`src/rtl/alu_rr_scheduler.sv`:
```
// alu_rr_scheduler: shares one ALU among NUM_REQ requesters with round-robin
// arbitration. One operation is in flight at a time: it is granted in IDLE,
// driven onto the ALU for its full latency in EXEC, and returned in RESP.
// Optional statistics counters are built when ALU_SCHED_STATS_EN is defined;
// otherwise stat_ops/stat_errs are tied to zero.
module alu_rr_scheduler #(
  parameter int N       = 8,
  parameter int NUM_REQ = 4,
  parameter int LAT_STD = 2,
  parameter int LAT_MUL = 3
) (
  input  logic                       clk,
  input  logic                       rst,
  input  logic [NUM_REQ-1:0]         req_valid,
  output logic [NUM_REQ-1:0]         req_ready,
  input  logic [NUM_REQ-1:0]         req_mode,
  input  logic [4*NUM_REQ-1:0]       req_cmd,
  input  logic [NUM_REQ-1:0]         req_cin,
  input  logic [2*NUM_REQ-1:0]       req_inp_valid,
  input  logic [N*NUM_REQ-1:0]       req_opa,
  input  logic [N*NUM_REQ-1:0]       req_opb,
  output logic                       alu_ce,
  output logic                       alu_mode,
  output logic                       alu_cin,
  output logic [3:0]                 alu_cmd,
  output logic [1:0]                 alu_inp_valid,
  output logic [N-1:0]               alu_opa,
  output logic [N-1:0]               alu_opb,
  input  logic [2*N-1:0]             alu_res,
  input  logic                       alu_err,
  input  logic                       alu_oflow,
  input  logic                       alu_cout,
  input  logic                       alu_g,
  input  logic                       alu_l,
  input  logic                       alu_e,
  output logic                       rsp_valid,
  input  logic                       rsp_ready,
  output logic [$clog2(NUM_REQ)-1:0] rsp_id,
  output logic [2*N-1:0]             rsp_res,
  output logic [5:0]                 rsp_flags,
  output logic [15:0]                stat_ops,
  output logic [15:0]                stat_errs
);

  localparam int IDW  = $clog2(NUM_REQ);
  localparam int LMAX = (LAT_MUL > LAT_STD) ? LAT_MUL : LAT_STD;
  localparam int CW   = $clog2(LMAX + 1);

  typedef struct packed {
    logic         mode;
    logic [3:0]   cmd;
    logic         cin;
    logic [1:0]   inp_valid;
    logic [N-1:0] opa;
    logic [N-1:0] opb;
  } op_t;

  typedef enum logic [1:0] {IDLE = 2'd0, EXEC = 2'd1, RESP = 2'd2} state_t;

  state_t               state, state_nx;
  op_t [NUM_REQ-1:0]    req_op;
  op_t                  op;
  op_t                  sel;
  logic [IDW-1:0]       ptr;
  logic [IDW-1:0]       ptr_nx;
  logic [IDW-1:0]       gidx;
  logic                 found;
  logic                 sel_illegal;
  logic                 sel_mul;
  logic [CW-1:0]        cnt;
  logic [CW-1:0]        op_lat;
  int                   scan;

  // Regroup the flat requester buses into one op_t per requester.
  for (genvar i = 0; i < NUM_REQ; i++) begin : g_unpack
    assign req_op[i] = {req_mode[i], req_cmd[4*i +: 4], req_cin[i],
                        req_inp_valid[2*i +: 2], req_opa[N*i +: N], req_opb[N*i +: N]};
  end

  // Round-robin search: first valid requester at or after ptr, wrapping.
  always_comb begin
    found = 1'b0;
    gidx  = '0;
    scan  = 0;
    for (int k = 0; k < NUM_REQ; k++) begin
      scan = int'(ptr) + k;
      if (scan >= NUM_REQ) scan = scan - NUM_REQ;
      if (!found && req_valid[scan[IDW-1:0]]) begin
        found = 1'b1;
        gidx  = scan[IDW-1:0];
      end
    end
  end

  assign sel         = req_op[gidx];
  assign sel_illegal = (sel.inp_valid == 2'b00);
  assign sel_mul     = sel.mode && (sel.cmd == 4'b1001 || sel.cmd == 4'b1010);
  assign ptr_nx      = (gidx == IDW'(NUM_REQ - 1)) ? '0 : gidx + 1'b1;

  // State register.
  always_ff @(posedge clk) begin
    if (rst) state <= IDLE;
    else     state <= state_nx;
  end

  // Next state plus all handshake and ALU-side outputs; ALU bus is zero outside EXEC.
  always_comb begin
    state_nx      = state;
    req_ready     = '0;
    alu_ce        = 1'b0;
    alu_mode      = 1'b0;
    alu_cin       = 1'b0;
    alu_cmd       = 4'd0;
    alu_inp_valid = 2'b00;
    alu_opa       = '0;
    alu_opb       = '0;
    rsp_valid     = 1'b0;
    case (state)
      IDLE: begin
        if (found && !rst) begin
          req_ready[gidx] = 1'b1;
          state_nx        = sel_illegal ? RESP : EXEC;
        end
      end
      EXEC: begin
        // Inputs held stable for the whole window; multiply needs this.
        alu_ce        = 1'b1;
        alu_mode      = op.mode;
        alu_cin       = op.cin;
        alu_cmd       = op.cmd;
        alu_inp_valid = op.inp_valid;
        alu_opa       = op.opa;
        alu_opb       = op.opb;
        if (cnt == op_lat) state_nx = RESP;
      end
      RESP: begin
        rsp_valid = 1'b1;
        if (rsp_ready) state_nx = IDLE;
      end
      default: state_nx = IDLE;
    endcase
  end

  // Grant latch, latency counter and single-cycle result capture.
  always_ff @(posedge clk) begin
    if (rst) begin
      ptr       <= '0;
      op        <= '0;
      op_lat    <= '0;
      cnt       <= '0;
      rsp_id    <= '0;
      rsp_res   <= '0;
      rsp_flags <= '0;
    end else begin
      case (state)
        IDLE: begin
          if (found) begin
            op     <= sel;
            op_lat <= sel_mul ? CW'(LAT_MUL) : CW'(LAT_STD);
            cnt    <= '0;
            ptr    <= ptr_nx;
            rsp_id <= gidx;
            // Illegal ops never reach the ALU; the response is synthesized here.
            if (sel_illegal) begin
              rsp_res   <= '0;
              rsp_flags <= 6'b100000;
            end
          end
        end
        EXEC: begin
          // Only the sample at cnt==lat is ever forwarded.
          if (cnt == op_lat) begin
            rsp_res   <= alu_res;
            rsp_flags <= {alu_err, alu_oflow, alu_cout, alu_g, alu_l, alu_e};
          end else begin
            cnt <= cnt + 1'b1;
          end
        end
        default: ;
      endcase
    end
  end

`ifdef ALU_SCHED_STATS_EN
  logic rsp_hs;
  assign rsp_hs = rsp_valid & rsp_ready;

  // Saturating counts of completed responses and of error responses.
  always_ff @(posedge clk) begin
    if (rst) begin
      stat_ops  <= '0;
      stat_errs <= '0;
    end else if (rsp_hs) begin
      if (stat_ops != 16'hFFFF) stat_ops <= stat_ops + 16'd1;
      if (rsp_flags[5] && stat_errs != 16'hFFFF) stat_errs <= stat_errs + 16'd1;
    end
  end
`else
  assign stat_ops  = '0;
  assign stat_errs = '0;
`endif

endmodule

```
`config.mk`:
```
export PLATFORM = sky130hd
export DESIGN_NAME = alu_rr_scheduler
export DESIGN_NICKNAME = d
export VERILOG_FILES = /design/src/rtl/alu_rr_scheduler.sv
export SDC_FILE = /design/constraint.sdc
export NUM_CORES = 1
export LEC_CHECK = 0
export ABC_AREA = 1
export BUFFER_PORTS_ARGS = -buffer_cell sky130_fd_sc_hd__buf_2
export CAP_MARGIN = 20
export CORE_MARGIN = 4
export CORE_UTILIZATION = 47
export CTS_BUF_LIST = sky130_fd_sc_hd__clkbuf_4
export DETAILED_ROUTE_END_ITERATION = 8
export PLACE_DENSITY_LB_ADDON = 0.05
export REMOVE_ABC_BUFFERS = 1
export SETUP_SLACK_MARGIN = 0.4
export SLEW_MARGIN = 5
export SYNTH_ARGS = -nofsm -noshare
export SYNTH_HDL_FRONTEND = slang
export SYNTH_SLANG_ARGS = --single-unit
export TNS_END_PERCENT = 20
```
`constraint.sdc`:
```
create_clock -name clk -period 2.4 [get_ports clk]
set_input_delay 0.12 -clock clk [delete_from_list [all_inputs] [get_ports clk]]
set_output_delay 0.12 -clock clk [all_outputs]
set_load 0.01 [all_outputs]
```
==> reports/results.txt, run 1 <==
Combinational family with the most area after synthesis: simple AND/OR/NAND/NOR gates. The clock tree skew after final layout came out at 0.0228 ns. After synthesis the netlist holds a flip-flop and latch count of 56. STA classifies the critical path startpoint as a register. For the first-pass GRT wire length, the log shows 19.8 mm. The I/O pin count was 211; the maximum buffer depth of the clock tree was 2. The filler cells instantiated in the layout total 734. Path category of the worst min-delay check: in2reg. The adder and majority cell fraction of the synthesized area was 0.0124; the level count of the clock H-tree was 2. Setup repair after global routing could not meet its margin everywhere. The multi-input combinational cells in the finished layout cover a total of 0.00261 sq mm. The clock-pin slew on the worst setup and hold paths is 0.17 ns. The sequential-to-total area share from yosys stat is 0.278. Count of flip-flops with a built-in enable after synthesis: 0. The ratio of final minimum period to clock period is 0.965, and the number of global-route vias before repair is 4390.

The synthesized-area fraction occupied by xor and xnor cells is 0.00217, and the number of pins exceeding their max-slew limit in the final report is 0. The critical path buffer and inverter count was 4; the peak ir drop on the vdd network was 0.754 mV. In this run, CTS created clock tree buffers numbering 5.

The chip width is 101 um. The critical path's slowest cell was sky130_fd_sc_hd__dfxtp_4. Port buffering added 178 buffers. The multiplexer area fraction after synthesis was 0. The synthesized area per cell was 5.95 sq um.

The flow ran to the end, and the final reports show no timing, DRC or antenna violations. Summing over every cut layer, the via total after detailed routing is 4790. In the routed layout, each cell is associated on average with a via count of 4.86. The category of the worst setup path capture point was an output pin. The most repeated cell in the gate-level netlist after synthesis was sky130_fd_sc_hd__nor2_1.

The number of cells produced by synthesis was 677; the global routing usage summed across all routing layers was 0.237. The clock net in this run drives a total of 56 sinks. The analysis attributes to cell leakage a power of 0.00330 uW. STA puts the critical path data arrival time at 2.20 ns. The prevailing post-synth register cell is sky130_fd_sc_hd__dfxtp_1. The cell family with the largest share of critical-path delay was simple AND/OR/NAND/NOR gates.

The area growth from synthesis to layout was 45.9%; the fraction of synthesized cell area taken by the top area cell type was 0.278. The largest total area in the synthesized netlist belongs to sky130_fd_sc_hd__dfxtp_1. The floorplan has 33 rows. The die covers 0.0101 sq mm. The repair_antennas step left the layout with diodes totalling 0. For the number of DRC violations after detailed-routing iteration 0, the log shows 189. The number of cell instances on the worst register-to-register path is 19. The share of the synthesized area in compound gates (AO/OA/AOI/OAI) is 0.144, and the shortest period the worst path allows is 2.32 ns.

The netlist area before placement is 0.00403 sq mm, and the final-report hold violation count is 0. The worst hold path passes through 3 cells. The number of different library cells used by synthesis comes to 30. Largest fanout on the critical path: 6.

After floorplanning, the core was sized to cover 0.00826 sq mm. The share of synthesized cell area in and, or, nand and nor gates works out to 0.338. Leaving out filler cells and counting taps, the final layout contains 985. The run gives 0.488 as the initial cell density of the core. The number of nets in the finished design is 1008. The share of flip-flops with an asynchronous set or reset after synthesis was 0; the maximum number of pins on one net before global-route repair was 44. The total of max-cap violations was 0. In the routed design, unresolved DRC markers number 0. The detailed placer's ending HPWL was 8.57 mm. Most prevalent standard cell on the critical path: sky130_fd_sc_hd__nand2_4. Including well taps, the total number of placed cells is 937. For the wire length reported by the detailed router, the log shows 13.3 mm.

The first-pass detailed-route iteration total is 5. Traced cell by cell, the critical path runs through buf_6 -> nand2_4 -> nand3_4 -> nand2_4 -> nor2_4 -> nand3_2 -> nand3_4 -> inv_4 -> buf_12 -> ha_4 -> nand2_4 -> nor2_2 -> buf_2. TritonCTS built the clock tree. Across the whole layout, storage elements account for 0.00113 sq mm. The power per unit of standard cell area is 1860 mW/mm^2, and the share of cells above drive strength 1 is 0.392.

The run gives 0 as the Yosys warning count. The average wire per standard cell was 13.5 um; the hold buffer count at CTS was 0. In this run the number of cells on the critical path is 13.

Ranked by total cell area, the synthesized netlist is headed by sky130_fd_sc_hd__dfxtp_1 (28%), sky130_fd_sc_hd__nor2_1 (14%), sky130_fd_sc_hd__nand2_1 (13%). The tightest hold path in the finished design has a slack of 0.0302 ns. For the worst setup path, the data required time is 2.28 ns. The clock reaches the later pin of the worst-skew pair after 0.38 ns. The overall overflow remaining after global route was 0; the residual antenna-violating net count after detailed routing was 0.

Setup violations remaining at the end of the flow were counted as 0. For this run, the top clock speed supported by timing is 432 MHz. Routability-driven placement finished with a final weighted congestion of 0.907. The maximum single-stage delay on the critical path is 0.44 ns.

The floorplan step set the die height to 101 um. For the summed negative setup slack over all endpoints, the log shows 0 ns. The tree is rooted in a sky130_fd_sc_hd__clkbuf_4. For the number of antenna violations at the first check in global routing, the log shows 0.

The class of the most critical setup path is reg2out. After synthesis, the most frequently instantiated cells are sky130_fd_sc_hd__nor2_1 (153), sky130_fd_sc_hd__nand2_1 (139), sky130_fd_sc_hd__inv_1 (115), sky130_fd_sc_hd__dfxtp_1 (56), sky130_fd_sc_hd__o211ai_1 (37).
==> path summary, 6_finish.rpt <==
| kind | slack (ns) | start | to |
|---|---|---|---|
| max | 0.08 | ptr[0] | req_ready[1] |
| min | 0.03 | alu_err | rsp_flags[5] |
| max reg2reg | 0.12 | ptr[0] | rsp_res[8] |
| min reg2reg | 0.47 | rsp_flags[5] | rsp_flags[5] |
==> cell usage in the layout, fill, tap and decap left out, types with 17 or more instances in the layout <==
master | synthesis | routed
sky130_fd_sc_hd__buf_4 | 36 | 25
sky130_fd_sc_hd__inv_1 | 115 | 113
sky130_fd_sc_hd__buf_2 | 4 | 179
sky130_fd_sc_hd__nor2_1 | 153 | 130
sky130_fd_sc_hd__nand2_1 | 139 | 94
sky130_fd_sc_hd__nand2_2 | 6 | 39
sky130_fd_sc_hd__nor2_2 | 0 | 17
sky130_fd_sc_hd__o21ai_1 | 9 | 21
sky130_fd_sc_hd__o21ai_0 | 35 | 22
sky130_fd_sc_hd__conb_1 | 1 | 32
sky130_fd_sc_hd__o211ai_1 | 37 | 37
sky130_fd_sc_hd__dfxtp_1 | 56 | 54
==> final cells by class <==
class | instances | share of cell area
Inverter | 121 | 0.0802
Multi-Input combinational cell | 469 | 0.444
Timing Repair Buffer | 226 | 0.251
Clock inverter | 2 | 0.00277
Tap cell | 105 | 0.0223
Sequential cell | 56 | 0.192
Clock buffer | 6 | 0.00766
==> per-layer routing <==
metal	part of all wire	vias to the layer above	global-route usage
met2	0.50	184	0.427
li1	-	2418	-
met4	0.0095	0	0.0466
met3	0.075	11	0.0443
met1	0.41	2177	0.293
met5	0	-	0
==> stage by stage <==
step / power (uW) / util / setup WS [ns] / area [sq um]
4_1_cts: 9540 / 0.659 / 0.107 / 5450
6_report: 10900 / 0.712 / 0.0838 / 5880
2_1_floorplan: 5420 / - / -0.416 / 3710
3_3_place_gp: 6960 / 0.588 / 0.0661 / 4850
3_5_place_dp: 7090 / 0.588 / -0.0362 / 4850
5_1_grt: 11900 / 0.712 / -0.0404 / 5880
==> kinds of logic after synthesis <==
kind of cell	count (synthesis)
simple gates	331
buf+inv	188
xor+xnor	1
other cells	1
fa+ha+maj	4
flops	56
compound gates	96
==> what timing repair did <==
action                                  4_1_cts  5_1_grt
endpoints found under the setup margin       61       81
cloned                                        8        3
pin swaps                                    25       53
setup buffers                                20        9
gates resized for setup                      59      102
==> tightest hold or removal path, stage by stage <==
cell and delay, ns:
sky130_fd_sc_hd__buf_2 0.08, sky130_fd_sc_hd__o31ai_1 0.08, sky130_fd_sc_hd__a21oi_2 0.10
==> state kept, by name (all words and copies together), names as in the netlist <==
signal / flops
state: 2
cnt: 2
op_lat: 2
rsp_res: 16
rsp_id: 2
ptr: 2
rsp_flags: 6
op: 24
==> where the power goes <==
group	total [uW]	switching, uW	internal [uW]
Sequential	1510	208	1300
Clock	437	308	129
Combinational	8960	5120	3850
Total	10900	5640	5280
Note: power is estimated with default switching activity, not from simulation.
==> run 2: changes to the inputs <==
Settings changed: ABC_AREA 1 to unset, CORE_UTILIZATION 47 to 44, MAX_ROUTING_LAYER set to met4.
==> reports/results.txt, run 2 <==
For the maximum buffer depth of the clock tree, the log shows 2 (unchanged). Category of the worst setup path capture point: a register (was an output pin). The arrival time at the worst endpoint is 2.53 ns (was 2.20 ns), and the last weighted congestion value of the routability-driven placer is 0.899 (was 0.907).

The insertion delay of the later-clocked pin in the worst-skew pair is 0.40 ns (was 0.38 ns). The total number of vias is 3763 (was 4790), and the maximum single-stage delay on the critical path is 0.45 ns (was 0.44 ns). The synthesized area per cell came out at 7.36 sq um (was 5.95 sq um). The area growth from synthesis to layout is 46.1% (was 45.9%). The total power was 4800 uW (was 10900 uW). Number of sinks on the clock net: 56 (unchanged). The chip width is 95.3 um (was 101 um), and the number of design rule violations left after detail routing is 0 (unchanged).

Largest cells by area after synthesis: sky130_fd_sc_hd__dfxtp_1 (33%), sky130_fd_sc_hd__nand2_1 (12%), sky130_fd_sc_hd__nand3_1 (9.6%) (was sky130_fd_sc_hd__dfxtp_1 (28%), sky130_fd_sc_hd__nor2_1 (14%), sky130_fd_sc_hd__nand2_1 (13%)). Most frequent cells in the layout: sky130_fd_sc_hd__buf_2 (177), sky130_fd_sc_hd__nand2_1 (105), sky130_fd_sc_hd__nand3_1 (64) (was sky130_fd_sc_hd__buf_2 (179), sky130_fd_sc_hd__nor2_1 (130), sky130_fd_sc_hd__inv_1 (113)). The fraction of power consumed by the clock network is 0.093 (was 0.040). Cell family with the largest share of critical-path delay: multiplexers (was simple AND/OR/NAND/NOR gates). The die span in y came out at 95.3 um (was 101 um). Most instantiated cells after synthesis: sky130_fd_sc_hd__nand2_1 (105), sky130_fd_sc_hd__nand3_1 (64), sky130_fd_sc_hd__dfxtp_1 (56), sky130_fd_sc_hd__nor2_1 (34), sky130_fd_sc_hd__a21oi_1 (33) (was sky130_fd_sc_hd__nor2_1 (153), sky130_fd_sc_hd__nand2_1 (139), sky130_fd_sc_hd__inv_1 (115), sky130_fd_sc_hd__dfxtp_1 (56), sky130_fd_sc_hd__o211ai_1 (37)). Largest registers in the final layout: op (24), rsp_res (16), rsp_flags (6) (unchanged). The power per unit of standard cell area was 981 mW/mm^2 (was 1860 mW/mm^2). Start point of the critical path: ptr[1] (was ptr[0]). Most common cell after layout, fill and taps aside: sky130_fd_sc_hd__buf_2 (unchanged).

The overall overflow remaining after global route is 0 (unchanged), and the worst-case setup slack after placement is 0.00439 ns (was -0.0362 ns). The logs give 0.668 (was 0.712) for the final core area utilization and 31 (was 33) for the number of rows created at floorplan. For the sequential-to-total area share from yosys stat, the log shows 0.335 (was 0.278).

The sequential share of power came out at 0.298 (was 0.139). The count of state elements after synthesis came out at 56 (unchanged). The logs give 0 (unchanged) for the Yosys warning count and 0.00335 sq mm (was 0.00403 sq mm) for the netlist area before placement.

The count of different cell masters after synthesis was 41 (was 30). The switching portion of total power came out at 0.432 (was 0.516). The TritonCTS buffer count is 5 (unchanged).

The number of cell instances on the worst register-to-register path works out to 8 (was 19). Worst path cell trace: mux2i_1 -> o22ai_1 -> or2_4 -> mux4_2 -> o31a_1 -> buf_12 -> a22oi_2 -> nor2_1 (was buf_6 -> nand2_4 -> nand3_4 -> nand2_4 -> nor2_4 -> nand3_2 -> nand3_4 -> inv_4 -> buf_12 -> ha_4 -> nand2_4 -> nor2_2 -> buf_2). The run gives 2 (unchanged) as the level count of the clock H-tree.

The tools report the endpoint of the most critical register-to-register path as rsp_res[15] (was rsp_res[8]). Category of the worst setup path launch point: a register (unchanged). The wire length reported by the detailed router was 10.7 mm (was 13.3 mm); the power share of the combinational group was 0.610 (was 0.821). The run gives 0.18 ns (was 0.12 ns) as the register-to-register setup slack. Termination of the worst setup path: rsp_res[15] (was req_ready[1]).

The ratio of final minimum period to clock period is 0.926 (was 0.965), and the largest fanout on the critical path is 21 (was 6). The most flop-heavy register was op (unchanged). The cell type contributing the most total cell area after synthesis was sky130_fd_sc_hd__dfxtp_1 (unchanged). For the maximum number of pins on one net before global-route repair, the log shows 34 (was 44). The average wire per standard cell came out at 14.0 um (was 13.5 um).

Shortest period the worst path allows: 2.22 ns (was 2.32 ns). The number of pins exceeding their max-slew limit in the final report is 0 (unchanged). The number of vias per cell was 4.94 (was 4.86); the final worst-path setup slack was 0.177 ns (was 0.0838 ns). For the total die area, the log shows 0.00907 sq mm (was 0.0101 sq mm).

The logs give 0 ns (unchanged) for the summed negative setup slack over all endpoints and 0 (unchanged) for the residual antenna-violating net count after detailed routing. The logs give 5 (unchanged) for the first-pass detailed-route iteration total and 0.457 (was 0.488) for the initial cell density of the core. The flip-flop count of the largest register after layout was 24 (unchanged); the critical path buffer and inverter count was 1 (was 4). The tools report the clock root buffer master as sky130_fd_sc_hd__clkbuf_4 (unchanged). The number of diodes came out at 0 (unchanged). The logs give 0.00733 sq mm (was 0.00826 sq mm) for the core area and 0 (unchanged) for the total of max-cap violations. The tools report the launch point of the worst reg-to-reg path as ptr[1] (was ptr[0]). The cell area after placement was 0.00426 sq mm (was 0.00485 sq mm).

The class of the most critical setup path was reg2reg (was reg2out). The number of nets in the finished design was 790 (was 1008); the total leakage power was 0.00246 uW (was 0.00330 uW). The path category of the worst min-delay check was in2reg (unchanged). The run finished with clean final reports. TritonCTS built the clock tree. The critical path's slowest cell was sky130_fd_sc_hd__mux4_2 (was sky130_fd_sc_hd__dfxtp_4). The clock-pin slew on the worst setup and hold paths is 0.19 ns (was 0.17 ns), and the number of DRC violations after detailed-routing iteration 0 is 152 (was 189). The first-pass GRT wire length was 16.2 mm (was 19.8 mm); the maximum clock frequency was 450 MHz (was 432 MHz). Number of cells produced by synthesis: 455 (was 677). Setup repair after global routing could not meet its margin everywhere. The worst endpoint required time is 2.71 ns (was 2.28 ns). The logs give 0.0278 ns (was 0.0228 ns) for the clock tree skew after final layout and 211 (unchanged) for the I/O pin count.

The prevailing post-synth register cell is sky130_fd_sc_hd__dfxtp_1 (unchanged). The final-report hold violation count was 0 (unchanged). The share of flip-flops with an asynchronous set or reset after synthesis was 0 (unchanged); the share of cells above drive strength 1 was 0.388 (was 0.392). The detailed placer's ending HPWL was 7.06 mm (was 8.57 mm). The fraction of synthesized cell area taken by the top area cell type is 0.335 (was 0.278), and the final-report setup violation count is 0 (unchanged). The count of flip-flops with a built-in enable after synthesis is 0 (unchanged), and the final instance area is 0.00489 sq mm (was 0.00588 sq mm). The peak ir drop on the vdd network came out at 0.437 mV (was 0.754 mV). The most repeated cell in the gate-level netlist after synthesis is sky130_fd_sc_hd__nand2_1 (was sky130_fd_sc_hd__nor2_1). The total number of cells along the worst setup path is 8 (was 13), and the total of buffers placed on input and output ports is 178 (unchanged). Number of global-route vias before repair: 3532 (was 4390).

For the global routing usage summed across all routing layers, the log shows 0.234 (was 0.237). The run gives 2720 uW (was 5280 uW) as the internal power of the cells. The total net switching power is 2080 uW (was 5640 uW), and the number of antenna violations at the first check in global routing is 0 (unchanged).
[run 2: cell count changes after synthesis, moves of 20 or more]
cell,previous run,this run
sky130_fd_sc_hd__a21oi_1,12,33
sky130_fd_sc_hd__o21ai_0,35,1
sky130_fd_sc_hd__nand2_1,139,105
sky130_fd_sc_hd__nor2_1,153,34
sky130_fd_sc_hd__nand3_1,19,64
sky130_fd_sc_hd__and2_1,0,29
sky130_fd_sc_hd__a22oi_2,0,20
sky130_fd_sc_hd__inv_1,115,5
sky130_fd_sc_hd__o211ai_1,37,0
[run 2: metrics by stage]
step / instances / hold WS, ns
finish: 761 / 0.0630
CTS: 757 / 0.0449
floorplan: 423 / 0.189
global route: 761 / 0.0708
detailed placement: 714 / 0.374
global placement: 714 / 0.365
[run 2: area by class of cell]
class,instances,area [sq um]
inverter,6,26.3
multi-input combinational,361,2020
clock buffer,5,37.5
clock inverter,3,25.0
fill,697,2440
sequential,56,1120
timing repair buffer,231,1540
tap,99,124
[run 2: worst register-to-register path, delay by kind of cell, from the launching register on]
family / cells / cell delay, ns
mux: 2 / 0.63
compound gates: 3 / 0.59
flops: 1 / 0.40
simple gates: 2 / 0.35
buf+inv: 1 / 0.18
[run 2: power by group through the flow]
stage          clock network [uW]  logic (uW)  registers [uW]
6_report                      446        2930            1430
5_1_grt                       486        3220            1470
4_1_cts                       453        2890            1420
3_5_place_dp                    0        2490            1440
3_3_place_gp                    0        2440            1430
2_1_floorplan                   0        1520            1450
[run 2: kinds of logic (layout without fill, tap and decap cells)]
family,Yosys count,in the layout,synth area share
multiplexers,9,9,0.0351
AND/OR/NAND/NOR,246,246,0.332
flip-flops,56,56,0.335
other,1,32,0.00112
AO/OA/AOI/OAI,67,67,0.156
buffers and inverters,69,245,0.119
XOR/XNOR,3,3,0.00785
adder cells (fa/ha/maj),4,4,0.0149
[run 2: timing repair]
item,in CTS,in global routing
buffers inserted,8,4
hold endpoints to repair,22,0
gates resized for setup,15,7
hold buffers,22,0
pin swaps,7,2
setup endpoints to repair,52,46
cloned,5,0
[run 2: how the worst min path moves through the flow]
| stage | from | endpoint | slack, ns | cells past startpoint |
|---|---|---|---|---|
| 2_1_floorplan | rst | cnt[0] | 0.19 | 1 |
| 5_1_grt | req_opa[31] | op[15] | 0.07 | 5 |
| 3_3_place_gp | alu_res[0] | rsp_res[0] | 0.37 | 3 |
| 3_5_place_dp | alu_res[2] | rsp_res[2] | 0.37 | 3 |
| 6_report | rsp_ready | state[1] | 0.06 | 4 |
| 4_1_cts | rsp_ready | state[1] | 0.04 | 4 |
[run 2: metal layers]
metal	global-route usage	wire length (um)	share of wire	vias up
li1	-	-	-	1877
met1	0.280	4290	0.40	1707
met2	0.400	5310	0.50	162
met3	0.0410	849	0.080	17
met4	0.0733	213	0.020	0
met5	-	0	0	-
==> run 3: changes to the inputs <==
Settings changed: CTS_BUF_LIST sky130_fd_sc_hd__clkbuf_4 to sky130_fd_sc_hd__clkbuf_8.
==> reports/results.txt, run 3 (synthesis gave the netlist of run 2 again) <==
The overall overflow remaining after global route was 0 (unchanged). The class of the most critical setup path is reg2reg (unchanged). The shortest period the worst path allows is 2.24 ns (was 2.22 ns), and the core area is 0.00733 sq mm (unchanged). The flow ran to the end, and the final reports show no timing, DRC or antenna violations. Start point of the critical path: ptr[1] (unchanged).

Flip-flop count of the largest register after layout: 24 (unchanged). Setup repair after global routing could not meet its margin everywhere. The run gives 0.16 ns (was 0.18 ns) as the register-to-register setup slack. The most flop-heavy register is op (unchanged). For the maximum buffer depth of the clock tree, the log shows 2 (unchanged). The first-pass GRT wire length was 15.2 mm (was 16.2 mm); the number of global-route vias before repair was 3311 (was 3532).

The path category of the worst min-delay check was in2reg (unchanged). Launch point of the worst reg-to-reg path: ptr[1] (unchanged). Insertion delay of the later-clocked pin in the worst-skew pair: 0.31 ns (was 0.40 ns).

The share of cells above drive strength 1 works out to 0.388 (about the same). Termination of the worst setup path: rsp_res[0] (was rsp_res[15]). The largest fanout on the critical path was 21 (unchanged); the total number of vias was 3637 (was 3763).

The number of diodes is 0 (unchanged). Largest registers in the final layout: op (24), rsp_res (16), rsp_flags (6) (unchanged). The power per unit of standard cell area came out at 1030 mW/mm^2 (was 981 mW/mm^2). For the worst endpoint required time, the log shows 2.59 ns (was 2.71 ns).

Residual antenna-violating net count after detailed routing: 0 (unchanged). The total of buffers placed on input and output ports works out to 178 (unchanged). The logs give 31 (unchanged) for the number of rows created at floorplan and 731 (was 697) for the number of filler instances in the final layout.

The maximum number of pins on one net before global-route repair is 34 (unchanged), and the average wire per standard cell is 13.4 um (was 14.0 um). Multi-input logic area: 0.00197 sq mm (was 0.00202 sq mm). Clock-pin slew on the worst setup and hold paths: 0.11 ns (was 0.19 ns). The category of the worst setup path launch point is a register (unchanged). The tools report the category of the worst setup path capture point as a register (unchanged). Total power: 4660 uW (was 4800 uW). Number of pins exceeding their max-slew limit in the final report: 0 (unchanged). The tools report the initial cell density of the core as 0.457 (unchanged). The number of cell instances on the worst register-to-register path came out at 8 (unchanged). The logs give 5 (unchanged) for the TritonCTS buffer count and 762 (was 790) for the number of nets in the finished design.

The last weighted congestion value of the routability-driven placer is 0.899 (unchanged), and the number of antenna violations at the first check in global routing is 0 (unchanged). The run gives 0 (unchanged) as the final-report hold violation count. The most common cell after layout, fill and taps aside was sky130_fd_sc_hd__buf_2 (unchanged). Most frequent cells in the layout: sky130_fd_sc_hd__buf_2 (178), sky130_fd_sc_hd__nand2_1 (105), sky130_fd_sc_hd__nand3_1 (64) (was sky130_fd_sc_hd__buf_2 (177), sky130_fd_sc_hd__nand2_1 (105), sky130_fd_sc_hd__nand3_1 (64)).

The final worst-path setup slack is 0.163 ns (was 0.177 ns). The number of sinks on the clock net is 56 (unchanged). TritonCTS built the clock tree. The register area came out at 0.00112 sq mm (unchanged). The tools report the clock tree skew after final layout as 0.0161 ns (was 0.0278 ns). The clock root buffer master was sky130_fd_sc_hd__clkbuf_8 (was sky130_fd_sc_hd__clkbuf_4). The peak ir drop on the vdd network was 0.441 mV (was 0.437 mV). The I/O pin count is 211 (unchanged), and the number of vias per cell is 4.96 (was 4.94). The final-report setup violation count came out at 0 (unchanged). The area growth from synthesis to layout was 35.7% (was 46.1%); the hold buffer count at CTS was 0 (was 22). The run gives 2.43 ns (was 2.53 ns) as the arrival time at the worst endpoint.

The run gives 7.06 mm (unchanged) as the detailed placer's ending HPWL. The first-pass detailed-route iteration total was 6 (was 5). For the number of design rule violations left after detail routing, the log shows 0 (unchanged).

The endpoint of the most critical register-to-register path was rsp_res[0] (was rsp_res[15]). The number of DRC violations after detailed-routing iteration 0 is 99 (was 152). The ratio of final minimum period to clock period is 0.932 (was 0.926), and the wire length reported by the detailed router is 9.81 mm (was 10.7 mm).

The run gives 447 MHz (was 450 MHz) as the maximum clock frequency. The global routing usage summed across all routing layers was 0.216 (was 0.234); the worst-case setup slack after placement was 0.00439 ns (unchanged). Total of max-cap violations: 0 (unchanged). The chip width came out at 95.3 um (unchanged). The logs give 0.00231 uW (was 0.00246 uW) for the total leakage power and 2 (unchanged) for the level count of the clock H-tree.

The total die area was 0.00907 sq mm (unchanged). The die span in y is 95.3 um (unchanged).
[run 3: cell types whose count changed in the layout (fill, tap and decap cells not counted), moves of 2 or more]
cell                            change
sky130_fd_sc_hd__mux2_2             +2
sky130_fd_sc_hd__mux2_4             -2
sky130_fd_sc_hd__buf_6              -4
sky130_fd_sc_hd__bufbuf_16          -2
sky130_fd_sc_hd__ha_1               +2
sky130_fd_sc_hd__clkbuf_4           -5
sky130_fd_sc_hd__clkbuf_8           +5
sky130_fd_sc_hd__dlygate4sd3_1     -22
[run 3: metrics by stage]
stage	area (sq um)	TNS, ns	hold WS (ns)	std cells	utilization
global placement	4260	0	0.365	714	0.581
finish	4550	0	0.0401	733	0.620
floorplan	3090	-85.77	0.189	423	-
CTS	4490	0	0.0337	729	0.612
global route	4550	0	0.0304	733	0.620
detailed placement	4260	0	0.374	714	0.581
[run 3: where the power goes]
part / internal (uW) / total (uW) / switching (uW)
clock network: 213 / 535 / 321
logic: 1190 / 2710 / 1520
registers: 1260 / 1420 / 165
[run 3: critical path, cell delays in order, from the launching register on]
cell	delay, ns
sky130_fd_sc_hd__dfxtp_4	0.39
sky130_fd_sc_hd__mux2i_1	0.18
sky130_fd_sc_hd__o22ai_1	0.11
sky130_fd_sc_hd__or2_4	0.29
sky130_fd_sc_hd__mux4_2	0.46
sky130_fd_sc_hd__o31a_1	0.33
sky130_fd_sc_hd__buf_12	0.17
sky130_fd_sc_hd__a22oi_2	0.12
sky130_fd_sc_hd__nor2_1	0.06
[run 3: timing repair]
action | 4_1_cts | 5_1_grt
setup buffers | 4 | 3
setup endpoints to repair | 52 | 43
gates resized for setup | 4 | 2
pin swaps | 2 | 2
cloned | 3 | 1
[run 3: how the worst min path moves through the flow]
stage,from,endpoint,slack [ns],cells past startpoint
floorplan,rst,cnt[0],0.19,1
global placement,alu_res[0],rsp_res[0],0.37,3
detailed placement,alu_res[2],rsp_res[2],0.37,3
CTS,alu_res[7],rsp_res[7],0.03,3
global route,alu_res[7],rsp_res[7],0.03,3
finish,alu_res[7],rsp_res[7],0.04,3
[run 3: layer usage]
layer / global-route usage / part of all wire
met4: 0.0433 / 0.012
met5: - / 0
met2: 0.366 / 0.48
met1: 0.269 / 0.42
met3: 0.0387 / 0.083
[run 3: area by class of cell]
class                           instances  share of cell area
Multi-Input combinational cell        361               0.433
Tap cell                               99              0.0273
Clock inverter                          3             0.00551
Clock buffer                            5              0.0151
Sequential cell                        56               0.247
Timing Repair Buffer                  203               0.266
Inverter                                6             0.00578
